### src/rtl/axi_cache_pkg.sv
// rtl/axi_cache_pkg.sv - shared AXI cache types: burst kinds, response codes, splitter states
package axi_cache_pkg;

  typedef enum logic [1:0] {
    BURST_FIXED = 2'b00,
    BURST_INCR  = 2'b01,
    BURST_WRAP  = 2'b10
  } burst_t;

  localparam logic [1:0] RESP_OKAY   = 2'b00;
  localparam logic [1:0] RESP_EXOKAY = 2'b01;
  localparam logic [1:0] RESP_SLVERR = 2'b10;
  localparam logic [1:0] RESP_DECERR = 2'b11;

  typedef enum logic [1:0] {
    ST_IDLE   = 2'b00,
    ST_BURST  = 2'b01,
    ST_WAIT_B = 2'b10,
    ST_RESP   = 2'b11
  } splitter_state_t;

endpackage

### src/rtl/axi_write_splitter_if.sv
// rtl/axi_write_splitter_if.sv - client command/data/response and AXI AW/W/B signals of the splitter
interface axi_write_splitter_if #(
  parameter int ADDR_WIDTH = 32,
  parameter int DATA_WIDTH = 64,
  parameter int ID_WIDTH   = 4
);
  logic                    cmd_valid;
  logic                    cmd_ready;
  logic [ADDR_WIDTH-1:0]   cmd_addr;
  logic [ID_WIDTH-1:0]     cmd_id;
  logic [7:0]              cmd_len;
  logic [2:0]              cmd_size;
  logic [1:0]              cmd_burst;
  logic                    dat_valid;
  logic                    dat_ready;
  logic [DATA_WIDTH-1:0]   dat_wdata;
  logic [DATA_WIDTH/8-1:0] dat_wstrb;
  logic                    rsp_valid;
  logic                    rsp_ready;
  logic [1:0]              rsp_resp;
  logic [ID_WIDTH-1:0]     rsp_id;
  logic                    m_awvalid;
  logic                    m_awready;
  logic [ADDR_WIDTH-1:0]   m_awaddr;
  logic [ID_WIDTH-1:0]     m_awid;
  logic [7:0]              m_awlen;
  logic [2:0]              m_awsize;
  logic [1:0]              m_awburst;
  logic                    m_wvalid;
  logic                    m_wready;
  logic [DATA_WIDTH-1:0]   m_wdata;
  logic [DATA_WIDTH/8-1:0] m_wstrb;
  logic                    m_wlast;
  logic                    m_bvalid;
  logic                    m_bready;
  logic [1:0]              m_bresp;
  logic [ID_WIDTH-1:0]     m_bid;

  // The splitter is the master: it owns AXI requests and client-side readies/responses.
  modport master (
    input  cmd_valid, cmd_addr, cmd_id, cmd_len, cmd_size, cmd_burst,
    input  dat_valid, dat_wdata, dat_wstrb, rsp_ready,
    input  m_awready, m_wready, m_bvalid, m_bresp, m_bid,
    output cmd_ready, dat_ready, rsp_valid, rsp_resp, rsp_id,
    output m_awvalid, m_awaddr, m_awid, m_awlen, m_awsize, m_awburst,
    output m_wvalid, m_wdata, m_wstrb, m_wlast, m_bready
  );

  modport slave (
    output cmd_valid, cmd_addr, cmd_id, cmd_len, cmd_size, cmd_burst,
    output dat_valid, dat_wdata, dat_wstrb, rsp_ready,
    output m_awready, m_wready, m_bvalid, m_bresp, m_bid,
    input  cmd_ready, dat_ready, rsp_valid, rsp_resp, rsp_id,
    input  m_awvalid, m_awaddr, m_awid, m_awlen, m_awsize, m_awburst,
    input  m_wvalid, m_wdata, m_wstrb, m_wlast, m_bready
  );

endinterface

### src/rtl/axi_write_splitter.sv
// rtl/axi_write_splitter.sv - splits one client write command plus beat stream into AXI AW/W and returns B
module axi_write_splitter
  import axi_cache_pkg::*;
#(
  parameter int ADDR_WIDTH = 32,
  parameter int DATA_WIDTH = 64,
  parameter int ID_WIDTH   = 4
) (
  input  logic                  clk,
  input  logic                  rst_n,
  axi_write_splitter_if.master  bus
);
  localparam int STRB_WIDTH = DATA_WIDTH / 8;

  splitter_state_t       state;
  logic [ADDR_WIDTH-1:0] addr_q;
  logic [ID_WIDTH-1:0]   id_q;
  logic [7:0]            len_q;
  logic [2:0]            size_q;
  logic [1:0]            burst_q;
  logic [1:0]            resp_q;
  logic [7:0]            beat_cnt;
  logic                  aw_done;
  logic                  w_done;

  logic in_burst, w_open, last_beat, aw_hs, w_hs;

  assign in_burst  = (state == ST_BURST);
  assign w_open    = in_burst && !w_done;
  assign last_beat = (beat_cnt == len_q);
  assign aw_hs     = bus.m_awvalid && bus.m_awready;
  assign w_hs      = bus.m_wvalid && bus.m_wready;

  always_ff @(posedge clk or negedge rst_n) begin
    if (!rst_n) begin
      state    <= ST_IDLE;
      addr_q   <= '0;
      id_q     <= '0;
      len_q    <= '0;
      size_q   <= '0;
      burst_q  <= '0;
      resp_q   <= '0;
      beat_cnt <= '0;
      aw_done  <= 1'b0;
      w_done   <= 1'b0;
    end else begin
      case (state)
        ST_IDLE: begin
          if (bus.cmd_valid) begin
            addr_q   <= bus.cmd_addr;
            id_q     <= bus.cmd_id;
            len_q    <= bus.cmd_len;
            size_q   <= bus.cmd_size;
            burst_q  <= bus.cmd_burst;
            beat_cnt <= '0;
            aw_done  <= 1'b0;
            w_done   <= 1'b0;
            state    <= ST_BURST;
          end
        end
        ST_BURST: begin
          if (aw_hs) aw_done <= 1'b1;
          if (w_hs) begin
            beat_cnt <= beat_cnt + 8'd1;
            if (last_beat) w_done <= 1'b1;
          end
          // Look ahead at this cycle's handshakes so both channels finishing together exits at once.
          if ((aw_done || aw_hs) && (w_done || (w_hs && last_beat))) state <= ST_WAIT_B;
        end
        ST_WAIT_B: begin
          if (bus.m_bvalid) begin
            resp_q <= (bus.m_bid == id_q) ? bus.m_bresp : RESP_SLVERR;
            state  <= ST_RESP;
          end
        end
        ST_RESP: begin
          if (bus.rsp_ready) state <= ST_IDLE;
        end
        default: state <= ST_IDLE;
      endcase
    end
  end

  assign bus.cmd_ready = (state == ST_IDLE);

  assign bus.m_awvalid = in_burst && !aw_done;
  assign bus.m_awaddr  = addr_q;
  assign bus.m_awid    = id_q;
  assign bus.m_awlen   = len_q;
  assign bus.m_awsize  = size_q;
  assign bus.m_awburst = burst_q;

  // Beats are forwarded combinationally; payload is zeroed outside the open W window.
  assign bus.m_wvalid  = bus.dat_valid && w_open;
  assign bus.dat_ready = bus.m_wready && w_open;
  assign bus.m_wlast   = w_open && last_beat;
  assign bus.m_wdata   = w_open ? bus.dat_wdata : {DATA_WIDTH{1'b0}};
  assign bus.m_wstrb   = w_open ? bus.dat_wstrb : {STRB_WIDTH{1'b0}};

  assign bus.m_bready  = (state == ST_WAIT_B);

  assign bus.rsp_valid = (state == ST_RESP);
  assign bus.rsp_resp  = resp_q;
  assign bus.rsp_id    = id_q;

endmodule

### src/flat_wrapper.sv
// flat-port wrapper written by rule: the top's interface ports become plain ports
module axi_write_splitter_flat import axi_cache_pkg::*;
#(
  parameter int ADDR_WIDTH = 32,
  parameter int DATA_WIDTH = 64,
  parameter int ID_WIDTH   = 4
)
  (clk, rst_n, bus_cmd_valid, bus_cmd_addr, bus_cmd_id, bus_cmd_len, bus_cmd_size, bus_cmd_burst, bus_dat_valid, bus_dat_wdata, bus_dat_wstrb, bus_rsp_ready, bus_m_awready, bus_m_wready, bus_m_bvalid, bus_m_bresp, bus_m_bid, bus_cmd_ready, bus_dat_ready, bus_rsp_valid, bus_rsp_resp, bus_rsp_id, bus_m_awvalid, bus_m_awaddr, bus_m_awid, bus_m_awlen, bus_m_awsize, bus_m_awburst, bus_m_wvalid, bus_m_wdata, bus_m_wstrb, bus_m_wlast, bus_m_bready);
  axi_write_splitter_if #(.ADDR_WIDTH(ADDR_WIDTH), .DATA_WIDTH(DATA_WIDTH), .ID_WIDTH(ID_WIDTH)) bus_i ();
  input  logic clk;
  input  logic rst_n;
  input wire logic [$bits(bus_i.cmd_valid)-1:0] bus_cmd_valid;
  input wire logic [$bits(bus_i.cmd_addr)-1:0] bus_cmd_addr;
  input wire logic [$bits(bus_i.cmd_id)-1:0] bus_cmd_id;
  input wire logic [$bits(bus_i.cmd_len)-1:0] bus_cmd_len;
  input wire logic [$bits(bus_i.cmd_size)-1:0] bus_cmd_size;
  input wire logic [$bits(bus_i.cmd_burst)-1:0] bus_cmd_burst;
  input wire logic [$bits(bus_i.dat_valid)-1:0] bus_dat_valid;
  input wire logic [$bits(bus_i.dat_wdata)-1:0] bus_dat_wdata;
  input wire logic [$bits(bus_i.dat_wstrb)-1:0] bus_dat_wstrb;
  input wire logic [$bits(bus_i.rsp_ready)-1:0] bus_rsp_ready;
  input wire logic [$bits(bus_i.m_awready)-1:0] bus_m_awready;
  input wire logic [$bits(bus_i.m_wready)-1:0] bus_m_wready;
  input wire logic [$bits(bus_i.m_bvalid)-1:0] bus_m_bvalid;
  input wire logic [$bits(bus_i.m_bresp)-1:0] bus_m_bresp;
  input wire logic [$bits(bus_i.m_bid)-1:0] bus_m_bid;
  output wire logic [$bits(bus_i.cmd_ready)-1:0] bus_cmd_ready;
  output wire logic [$bits(bus_i.dat_ready)-1:0] bus_dat_ready;
  output wire logic [$bits(bus_i.rsp_valid)-1:0] bus_rsp_valid;
  output wire logic [$bits(bus_i.rsp_resp)-1:0] bus_rsp_resp;
  output wire logic [$bits(bus_i.rsp_id)-1:0] bus_rsp_id;
  output wire logic [$bits(bus_i.m_awvalid)-1:0] bus_m_awvalid;
  output wire logic [$bits(bus_i.m_awaddr)-1:0] bus_m_awaddr;
  output wire logic [$bits(bus_i.m_awid)-1:0] bus_m_awid;
  output wire logic [$bits(bus_i.m_awlen)-1:0] bus_m_awlen;
  output wire logic [$bits(bus_i.m_awsize)-1:0] bus_m_awsize;
  output wire logic [$bits(bus_i.m_awburst)-1:0] bus_m_awburst;
  output wire logic [$bits(bus_i.m_wvalid)-1:0] bus_m_wvalid;
  output wire logic [$bits(bus_i.m_wdata)-1:0] bus_m_wdata;
  output wire logic [$bits(bus_i.m_wstrb)-1:0] bus_m_wstrb;
  output wire logic [$bits(bus_i.m_wlast)-1:0] bus_m_wlast;
  output wire logic [$bits(bus_i.m_bready)-1:0] bus_m_bready;
  assign bus_i.cmd_valid = bus_cmd_valid;
  assign bus_i.cmd_addr = bus_cmd_addr;
  assign bus_i.cmd_id = bus_cmd_id;
  assign bus_i.cmd_len = bus_cmd_len;
  assign bus_i.cmd_size = bus_cmd_size;
  assign bus_i.cmd_burst = bus_cmd_burst;
  assign bus_i.dat_valid = bus_dat_valid;
  assign bus_i.dat_wdata = bus_dat_wdata;
  assign bus_i.dat_wstrb = bus_dat_wstrb;
  assign bus_i.rsp_ready = bus_rsp_ready;
  assign bus_i.m_awready = bus_m_awready;
  assign bus_i.m_wready = bus_m_wready;
  assign bus_i.m_bvalid = bus_m_bvalid;
  assign bus_i.m_bresp = bus_m_bresp;
  assign bus_i.m_bid = bus_m_bid;
  assign bus_cmd_ready = bus_i.cmd_ready;
  assign bus_dat_ready = bus_i.dat_ready;
  assign bus_rsp_valid = bus_i.rsp_valid;
  assign bus_rsp_resp = bus_i.rsp_resp;
  assign bus_rsp_id = bus_i.rsp_id;
  assign bus_m_awvalid = bus_i.m_awvalid;
  assign bus_m_awaddr = bus_i.m_awaddr;
  assign bus_m_awid = bus_i.m_awid;
  assign bus_m_awlen = bus_i.m_awlen;
  assign bus_m_awsize = bus_i.m_awsize;
  assign bus_m_awburst = bus_i.m_awburst;
  assign bus_m_wvalid = bus_i.m_wvalid;
  assign bus_m_wdata = bus_i.m_wdata;
  assign bus_m_wstrb = bus_i.m_wstrb;
  assign bus_m_wlast = bus_i.m_wlast;
  assign bus_m_bready = bus_i.m_bready;
  axi_write_splitter #(.ADDR_WIDTH(ADDR_WIDTH), .DATA_WIDTH(DATA_WIDTH), .ID_WIDTH(ID_WIDTH)) u_core (.clk(clk), .rst_n(rst_n), .bus(bus_i));
endmodule
### config.mk
export PLATFORM = sky130hd
export DESIGN_NAME = axi_write_splitter_flat
export DESIGN_NICKNAME = d
export VERILOG_FILES = /design/src/rtl/axi_cache_pkg.sv /design/src/rtl/axi_write_splitter_if.sv /design/src/rtl/axi_write_splitter.sv /design/src/flat_wrapper.sv
export SDC_FILE = /design/constraint.sdc
export NUM_CORES = 1
export LEC_CHECK = 0
export CAP_MARGIN = 0
export CORE_UTILIZATION = 29
export CTS_BUF_LIST = sky130_fd_sc_hd__clkbuf_4
export DETAILED_ROUTE_END_ITERATION = 7
export PLACE_DENSITY_LB_ADDON = 0.05
export SLEW_MARGIN = 5
export SYNTH_ARGS = -nofsm -noshare
export SYNTH_HDL_FRONTEND = slang
export SYNTH_SLANG_ARGS = --single-unit
### constraint.sdc
create_clock -name clk -period 2.56 [get_ports clk]
set_clock_uncertainty 0.1 [all_clocks]
set_input_delay 0.512 -clock clk [delete_from_list [all_inputs] [get_ports clk]]
set_output_delay 0.512 -clock clk [all_outputs]
set_load 0.05 [all_outputs]
# Yosys cells after proc, flatten, opt, wreduce, memory -nomap -nowiden
# Cells that the tools add are included.
# word_totals
regBits	63
in_bits	135
elab_cells	61
out_inout_bits	134
# op_classes
n_eq_ne	12
reduce_logical	21
muxes	17
n_addsub	1
# ops
op	count
$mux W64	1
$mux W8	3
$pmux W8 S2	1
$ne A2 B2 Y1 const B	7
$mux W2	5
$logic_and A1 B1 Y1	9
$add A8 B1 Y8 const B	1
$eq A8 B8 Y1	1
$pmux W2 S4	1
$reduce_and A4 Y1	2
$reduce_and A3 Y1	2
$eq A2 B2 Y1 const B	2
$eq A4 B4 Y1	1
$mux W1	4
$pmux W1 S2	2
$reduce_and A2 Y1	2
$eq A2 B1 Y1 const B	1
$logic_not A1 Y1	2
$logic_not A2 Y1	1
$logic_or A1 B1 Y1	2
$reduce_bool A2 Y1	1

# Depth between registers and ports, before layout
# Gate-level depths: netlist (run 1).
# logic_depth
depth_word	9
mapped_depth	8
ltp_nobuf	6

# Least setup slack after synthesis (run 1)
# No wires, ideal clock.
# synth_timing
path_kind	register to output
start	register u_core.state[1]
end	output port bus_m_wdata[13]
path_buffers	3
arrival_ns	1.852
path_stages_with_launch	9
t_required_ns	1.948
setup_slack_ns	0.096
cell_sequence	dfrtp_1 > inv_1 > ha_1 > buf_2 > inv_2 > nor2_1 > clkbuf_1 > clkbuf_1 > and2_1
# synth_via
elab_chain_cells	3
# synth_lines
item	line	rtl
from (decl)	axi_write_splitter.sv:15	splitter_state_t state;
from (signal assigned)	axi_write_splitter.sv:36	state <= ST_IDLE;
from (signal assigned)	axi_write_splitter.sv:58	state <= ST_BURST;
from (signal assigned)	axi_write_splitter.sv:68	if ((aw_done || aw_hs) && (w_done || (w_hs && last_beat))) state <= ST_WAIT_B;
$eq A2 B1 Y1	axi_write_splitter.sv:28	assign in_burst = (state == ST_BURST);
net u_core.in_burst	axi_write_splitter.sv:26	logic in_burst, w_open, last_beat, aw_hs, w_hs;
$logic_and A1 B1 Y1	axi_write_splitter.sv:29	assign w_open = in_burst && !w_done;
$mux W64	axi_write_splitter.sv:97	assign bus.m_wdata = w_open ? bus.dat_wdata : {DATA_WIDTH{1'b0}};
to (decl)	flat_wrapper.sv:39	output wire logic [$bits(bus_i.m_wdata)-1:0] bus_m_wdata;
# The timed path passes the listed nets, and every way through them passes these cells.

# Worst setup path in the final report (run 1)
# layout_timing
start	register u_core.state[1]
end	output port bus_m_wdata[5]
# Same word-level chain as after synthesis.

==> results.json, run 1 <==
{
  "synth_cell_types": 39,
  "clkLatencyLatePin_ps": 410,
  "period_needed_ps": 2550,
  "slew_headroom_pct": 63.5,
  "crit_fanout": 7,
  "finalSetupViolCount": 0,
  "end_kind": "output port",
  "worst-setup-path-type": "reg -> out",
  "grt_max_degree": 36,
  "antenna_found_initial": 3,
  "power_density_nw_per_um2": 1370,
  "final-hold-violation-count": 0,
  "p_leak_nw": 3.20,
  "synth_async_sr_flop_share_pct": 100,
  "vias": 3358,
  "drv_cap": 0,
  "drt-vias-per-instance": 4.61,
  "die_y_um": 109,
  "wl_um": 14100,
  "yosys_most_used_dff": "dfrtp_1",
  "grt.overflow.total": 0,
  "initial_utilization_pct": 30.1,
  "port_buffers": 268,
  "clock_path_buffers": 2,
  "worstPathRequired_ps": 1950,
  "track_usage_pct": 22.3,
  "worst_slew_pin_slew_ps": 546,
  "syn-cell-area_um2": 3300,
  "max_freq_mhz": 392,
  "fp.dieW_um": 109,
  "fin_util_pct": 68.4,
  "clock_sinks": 63,
  "syn_avg_cell_area_um2": 11.1,
  "min_path_type": "reg -> reg",
  "io_pins": 269,
  "critPathArrivalTime_ps": 1940,
  "htreeDepth": 3,
  "period_share_pct": 99.6,
  "drc": 0,
  "routabilityCongestion": 0.855,
  "yosysWarnings": 0,
  "ir_drop_mv": 0.754,
  "synth-seq-cells": 63,
  "dp_hpwl_um": 10300,
  "core_region_area_um2": 11000,
  "cp-start-kind": "register",
  "nFillCells": 841,
  "outcome": "complete, no violations",
  "wire_per_inst_um": 19.4,
  "drt_iter0_markers": 151,
  "slew_viol_final": 0,
  "row_count": 38,
  "final_nets": 722,
  "postPlaceCellArea_um2": 6880,
  "synth_nets": 437,
  "ant_nets": 0,
  "synth_edf_count": 0,
  "grt_pass1_vias": 3317,
  "drt_first_pass_iters": 4,
  "cts.clk_slew.worst_paths_ps": 100,
  "grt_pass1_wl_um": 19000,
  "seq_area_frac_synth_pct": 47.8,
  "die-area_um2": 11800,
  "cts_root_buf": "clkbuf_4",
  "synth_cells": 297,
  "final_cell_area_um2": 7510,
  "drive_above_1_share_pct": 32.4,
  "numCtsBuffers": 9,
  "rsz0062_at_grt": "yes",
  "cts_tree": "done",
  "syn2layout_area_growth_pct": 127
}
==> Yosys cell counts, drive strengths merged, types with 2 or more instances <==
master	instances	share of area [%]
and2	75	14
dfrtp	63	48
mux2	51	17
nor2	12	1.4
buf	10	2.0
a21oi	9	1.4
clkbuf	9	1.0
xor2	9	2.4
inv	8	0.91
o21ai	8	1.2
ha	5	1.9
nor2b	4	0.76
xnor2	4	1.1
a31oi	3	0.57
nand2	3	0.34
nor4	3	0.95
nand3	2	0.30
nor3	2	0.30
o22ai	2	0.38
or3	2	0.38
==> kinds of logic after synthesis <==
| logic type | count (synthesis) | synth area share (%) |
|---|---|---|
| compound gates | 30 | 5.69 |
| xor+xnor | 13 | 3.45 |
| fa+ha+maj | 5 | 1.90 |
| buf+inv | 27 | 3.94 |
| flops | 63 | 47.8 |
| mux | 52 | 17.7 |
| simple gates | 107 | 19.6 |
==> cells in the final DEF (no fill, tap or decap), types with 2 or more instances in the layout <==
cell type,synthesis,routed
nor4_2,2,2
nor3_1,2,2
buf_6,1,2
buf_16,0,2
clkinv_2,0,3
clkbuf_4,0,9
mux2_1,49,49
nand2_1,3,2
buf_4,4,11
a31oi_1,3,3
nand3_1,2,2
o21ai_0,5,5
a21oi_1,9,9
and2_1,75,11
mux2_2,2,2
buf_12,0,78
xnor2_1,4,4
clkinvlp_4,0,2
clkbuf_16,0,5
o21ai_1,3,3
dfrtp_1,63,63
clkdlybuf4s50_1,0,188
nor2b_1,4,4
o22ai_1,2,2
xor2_1,9,9
or3_1,2,2
buf_8,0,3
inv_1,7,6
and2_4,0,64
nor2_1,12,11
ha_1,5,4
==> metrics by stage <==
step	power (mW)	hold slack [ps]	setup TNS, ps	instances	setup slack [ps]
after floorplan	5.73	116	0	297	96.2
after global placement	8.67	373	0	692	290
after detailed placement	8.75	380	0	692	204
after CTS	9.74	404	-1670	714	-47.4
after global routing	10.7	418	-3790	728	-90.2
final	10.3	399	0	728	9.58
==> path summary, 6_finish.rpt <==
check	slack, ps	cells after the start	startpoint	to
min reg2reg	400	1	u_core.bus.m_awsize[1]	u_core.bus.m_awsize[1]
max in group asynchronous	1180	3	rst_n	u_core.bus.m_awaddr[21]
min in group asynchronous	480	2	rst_n	u_core.bus.m_awlen[4]
max	10	8	u_core.state[1]	bus_m_wdata[5]
max reg2reg	420	6	u_core.state[0]	u_core.state[1]
min	400	1	u_core.bus.m_awsize[1]	u_core.bus.m_awsize[1]
==> critical path, cell delays in order, from the launching register on <==
cell	delay, ps
dfrtp_1	420
inv_2	80
ha_4	150
inv_6	40
nor2_4	210
buf_12	190
clkbuf_16	160
and2_4	140
buf_12	130
==> repair_timing <==
| item | CTS | global route |
|---|---|---|
| pin swaps | 2 | 49 |
| endpoints found under the hold margin | 20 | 0 |
| setup buffers | 3 | 4 |
| setup endpoints to repair | 73 | 73 |
| hold buffers | 1 | 0 |
| resized for setup | 28 | 49 |
| cloned | 2 | 9 |
==> final cells by class <==
| class | count | area [um^2] | area share, % |
|---|---|---|---|
| Sequential cell | 63 | 1580 | 21.0 |
| Clock inverter | 7 | 63.8 | 0.850 |
| Clock buffer | 9 | 67.6 | 0.900 |
| Tap cell | 140 | 175 | 2.33 |
| Multi-Input combinational cell | 207 | 1780 | 23.7 |
| Antenna cell | 1 | 2.50 | 0.0333 |
| Inverter | 8 | 35.0 | 0.467 |
| Timing Repair Buffer | 293 | 3810 | 50.7 |
==> where the power goes <==
group          switching, mW  internal, mW
combinational           4.40          3.45
sequential             0.312          1.45
clock                  0.369         0.289
total                   5.08          5.19
==> flip-flops by register name, summed over array words and instances (netlist names) <==
register	flops
u_core.bus.m_awid	4
u_core.bus.rsp_resp	2
u_core.aw_done	1
u_core.bus.m_awaddr	32
u_core.state	2
u_core.bus.m_awburst	2
u_core.bus.m_awsize	3
u_core.bus.m_awlen	8
u_core.beat_cnt	8
u_core.w_done	1
==> layer usage <==
layer | track usage [%] | wire length (um)
met2 | 39.4 | 7360
met5 | 0 | 26
met4 | 10.2 | 402
met1 | 24.1 | 5060
met3 | 7.17 | 1240
Power figures use the tool's default switching activity.
==> run 2, diff against run 1 <==
--- a/config.mk
+++ b/config.mk
@@ -9,6 +9,7 @@
 export CORE_UTILIZATION = 29
 export CTS_BUF_LIST = sky130_fd_sc_hd__clkbuf_4
 export DETAILED_ROUTE_END_ITERATION = 7
+export HOLD_SLACK_MARGIN = 0.08
 export PLACE_DENSITY_LB_ADDON = 0.05
 export SLEW_MARGIN = 5
 export SYNTH_ARGS = -nofsm -noshare
==> results of run 2 <==
No change in the layout: final DEF, timing and power equal those of run 1.
==> run 3, diff against run 2 <==
--- a/config.mk
+++ b/config.mk
@@ -8,6 +8,7 @@
 export CAP_MARGIN = 0
 export CORE_UTILIZATION = 29
 export CTS_BUF_LIST = sky130_fd_sc_hd__clkbuf_4
+export CTS_CLUSTER_SIZE = 16
 export DETAILED_ROUTE_END_ITERATION = 7
 export HOLD_SLACK_MARGIN = 0.08
 export PLACE_DENSITY_LB_ADDON = 0.05
==> constraint.sdc (replaced) <==
create_clock -name clk -period 2.56 [get_ports clk]
set_clock_uncertainty 0.1 [all_clocks]
set_input_delay 0.256 -clock clk [delete_from_list [all_inputs] [get_ports clk]]
set_output_delay 0.256 -clock clk [all_outputs]
set_load 0.05 [all_outputs]
==> run 3 against run 2 <==
Net effect: routed wire length shrank 8.6%; largest power group unchanged; combinational power shrank 12%; flip-flop and latch count is the same; cell area shrank 6.3%; non-clock buffer count shrank 19; highest routed layer unchanged; maximum frequency grew 6.1%; first-iteration DRC count shrank 4.0%; sequential power is essentially flat.
==> results.json, run 3 (synthesis results as in run 1) <==
{
  "total_power_mw": 9.36,
  "grt_pass1_wl_um": 18400,
  "setup_slack_ps": 156,
  "initial_utilization_pct": 30.1,
  "slowest_stage": "clkdlybuf4s50_1",
  "clock_sinks": 63,
  "vias": 3238,
  "rr_endpoint": "u_core.state[1]",
  "grt_max_degree": 54,
  "slew_headroom_pct": 57.5,
  "drt-vias-per-instance": 4.56,
  "grt.overflow.total": 0,
  "worst-r2r-setup-slack_ps": 390,
  "cts_tree": "done",
  "htreeDepth": 3,
  "end_kind": "output port",
  "critPathArrivalTime_ps": 2050,
  "worstPathRequired_ps": 2200,
  "die-area_um2": 11800,
  "largest_reg_flops": 32,
  "wire_per_inst_um": 18.1,
  "cp-start-kind": "register",
  "met1_length_um": 4700,
  "row_count": 38,
  "slowest_delay_ps": 830,
  "nFillCells": 897,
  "power_density_nw_per_um2": 1330,
  "layout_common_cells": "clkdlybuf4s50_1, buf_12, and2_1",
  "numCtsBuffers": 9,
  "track_usage_pct": 21.6,
  "path_cells": "inv_1, ha_1, clkdlybuf4s50_1",
  "drt_first_pass_iters": 4,
  "syn2layout_area_growth_pct": 113,
  "wl_met3_um": 1110,
  "min_path_type": "in -> async",
  "antenna_found_initial": 2,
  "final_common_cell": "clkdlybuf4s50_1",
  "wl_met2_um": 6890,
  "rr_startpoint": "u_core.state[0]",
  "worst-setup-path-type": "reg -> out",
  "worst-r2r-cell-count": 6,
  "clkLatencyLatePin_ps": 390,
  "fin_util_pct": 64.1,
  "grt_pass1_vias": 3165,
  "outcome": "complete, no violations",
  "slew_viol_final": 0,
  "cts.clk_slew.worst_paths_ps": 100,
  "clock_path_buffers": 2,
  "rsz0062_at_grt": "no",
  "drv_cap": 0,
  "drc": 0,
  "core_region_area_um2": 11000,
  "top_layer_used": "met5",
  "period_share_pct": 93.9,
  "finalSetupViolCount": 0,
  "setup_tns_ps": 0,
  "final-hold-violation-count": 0,
  "dpl_worst_slack_ps": 430,
  "drive_above_1_share_pct": 18.5,
  "cts_root_buf": "clkbuf_4",
  "routabilityCongestion": 0.790,
  "period_needed_ps": 2400,
  "port_buffers": 268,
  "io_pins": 269,
  "final_nets": 703,
  "ir_drop_mv": 0.715,
  "regArea_um2": 1580,
  "max_freq_mhz": 416,
  "die_y_um": 109,
  "worst_slew_pin_slew_ps": 638,
  "fp.dieW_um": 109,
  "p_leak_nw": 2.95,
  "multiInputGateArea_um2": 1620,
  "holdWs_ps": 319,
  "ant_nets": 0,
  "wl_um": 12900,
  "dp_hpwl_um": 10600,
  "drt_iter0_markers": 145,
  "crit_fanout": 5
}
==> run 3: metal layers <==
| layer | track usage [%] | vias to the layer above |
|---|---|---|
| met5 | 0 | - |
| met4 | 7.63 | 2 |
| met3 | 6.69 | 14 |
| met2 | 39.7 | 139 |
| met1 | 23.1 | 1550 |
| li1 | - | 1533 |
==> run 3: worst max path at each step <==
stage                                 end  slack [ps]  cells past startpoint       startpoint
after floorplan           bus_m_wdata[13]         350                      8  u_core.state[1]
after global placement    bus_m_wdata[42]         500                      7  u_core.state[1]
after detailed placement  bus_m_wdata[34]         430                      7  u_core.state[1]
after CTS                 bus_m_wdata[34]          90                      7  u_core.state[1]
after global routing         bus_m_bready          50                      3  u_core.state[0]
final                        bus_m_bready         160                      3  u_core.state[0]
==> run 3: critical path: cells and delay by family (launching register included) <==
kind	cells	cell delay, ps
flip-flops	1	440
adder cells (fa/ha/maj)	1	260
buffers and inverters	2	960
==> run 3: where the power goes <==
| group | internal (mW) | switching [mW] |
|---|---|---|
| Clock | 0.313 | 0.347 |
| Sequential | 1.45 | 0.316 |
| Combinational | 2.80 | 4.13 |
==> run 3: final cells by class <==
cell class / count / area share (%)
repair buffers: 274 / 49.8
multi-input cells: 207 / 23.0
flip-flops and latches: 63 / 22.4
well taps: 140 / 2.49
clock buffers: 11 / 1.17
clock inverters: 5 / 0.694
inverters: 8 / 0.427
diodes: 2 / 0.0711
==> run 3: through the flow <==
step | cells | instance area, um^2
detailed placement | 691 | 6870
CTS | 708 | 7020
global route | 709 | 7030
finish | 710 | 7040
floorplan | 297 | 3300
global placement | 691 | 6870
==> run 3: timing repair <==
| action | in CTS | in global routing |
|---|---|---|
| gates cloned | 0 | 0 |
| hold buffers | 1 | 0 |
| setup endpoints to repair | 13 | 9 |
| resized for setup | 1 | 2 |
| buffers inserted | 0 | 0 |
| endpoints found under the hold margin | 26 | 0 |
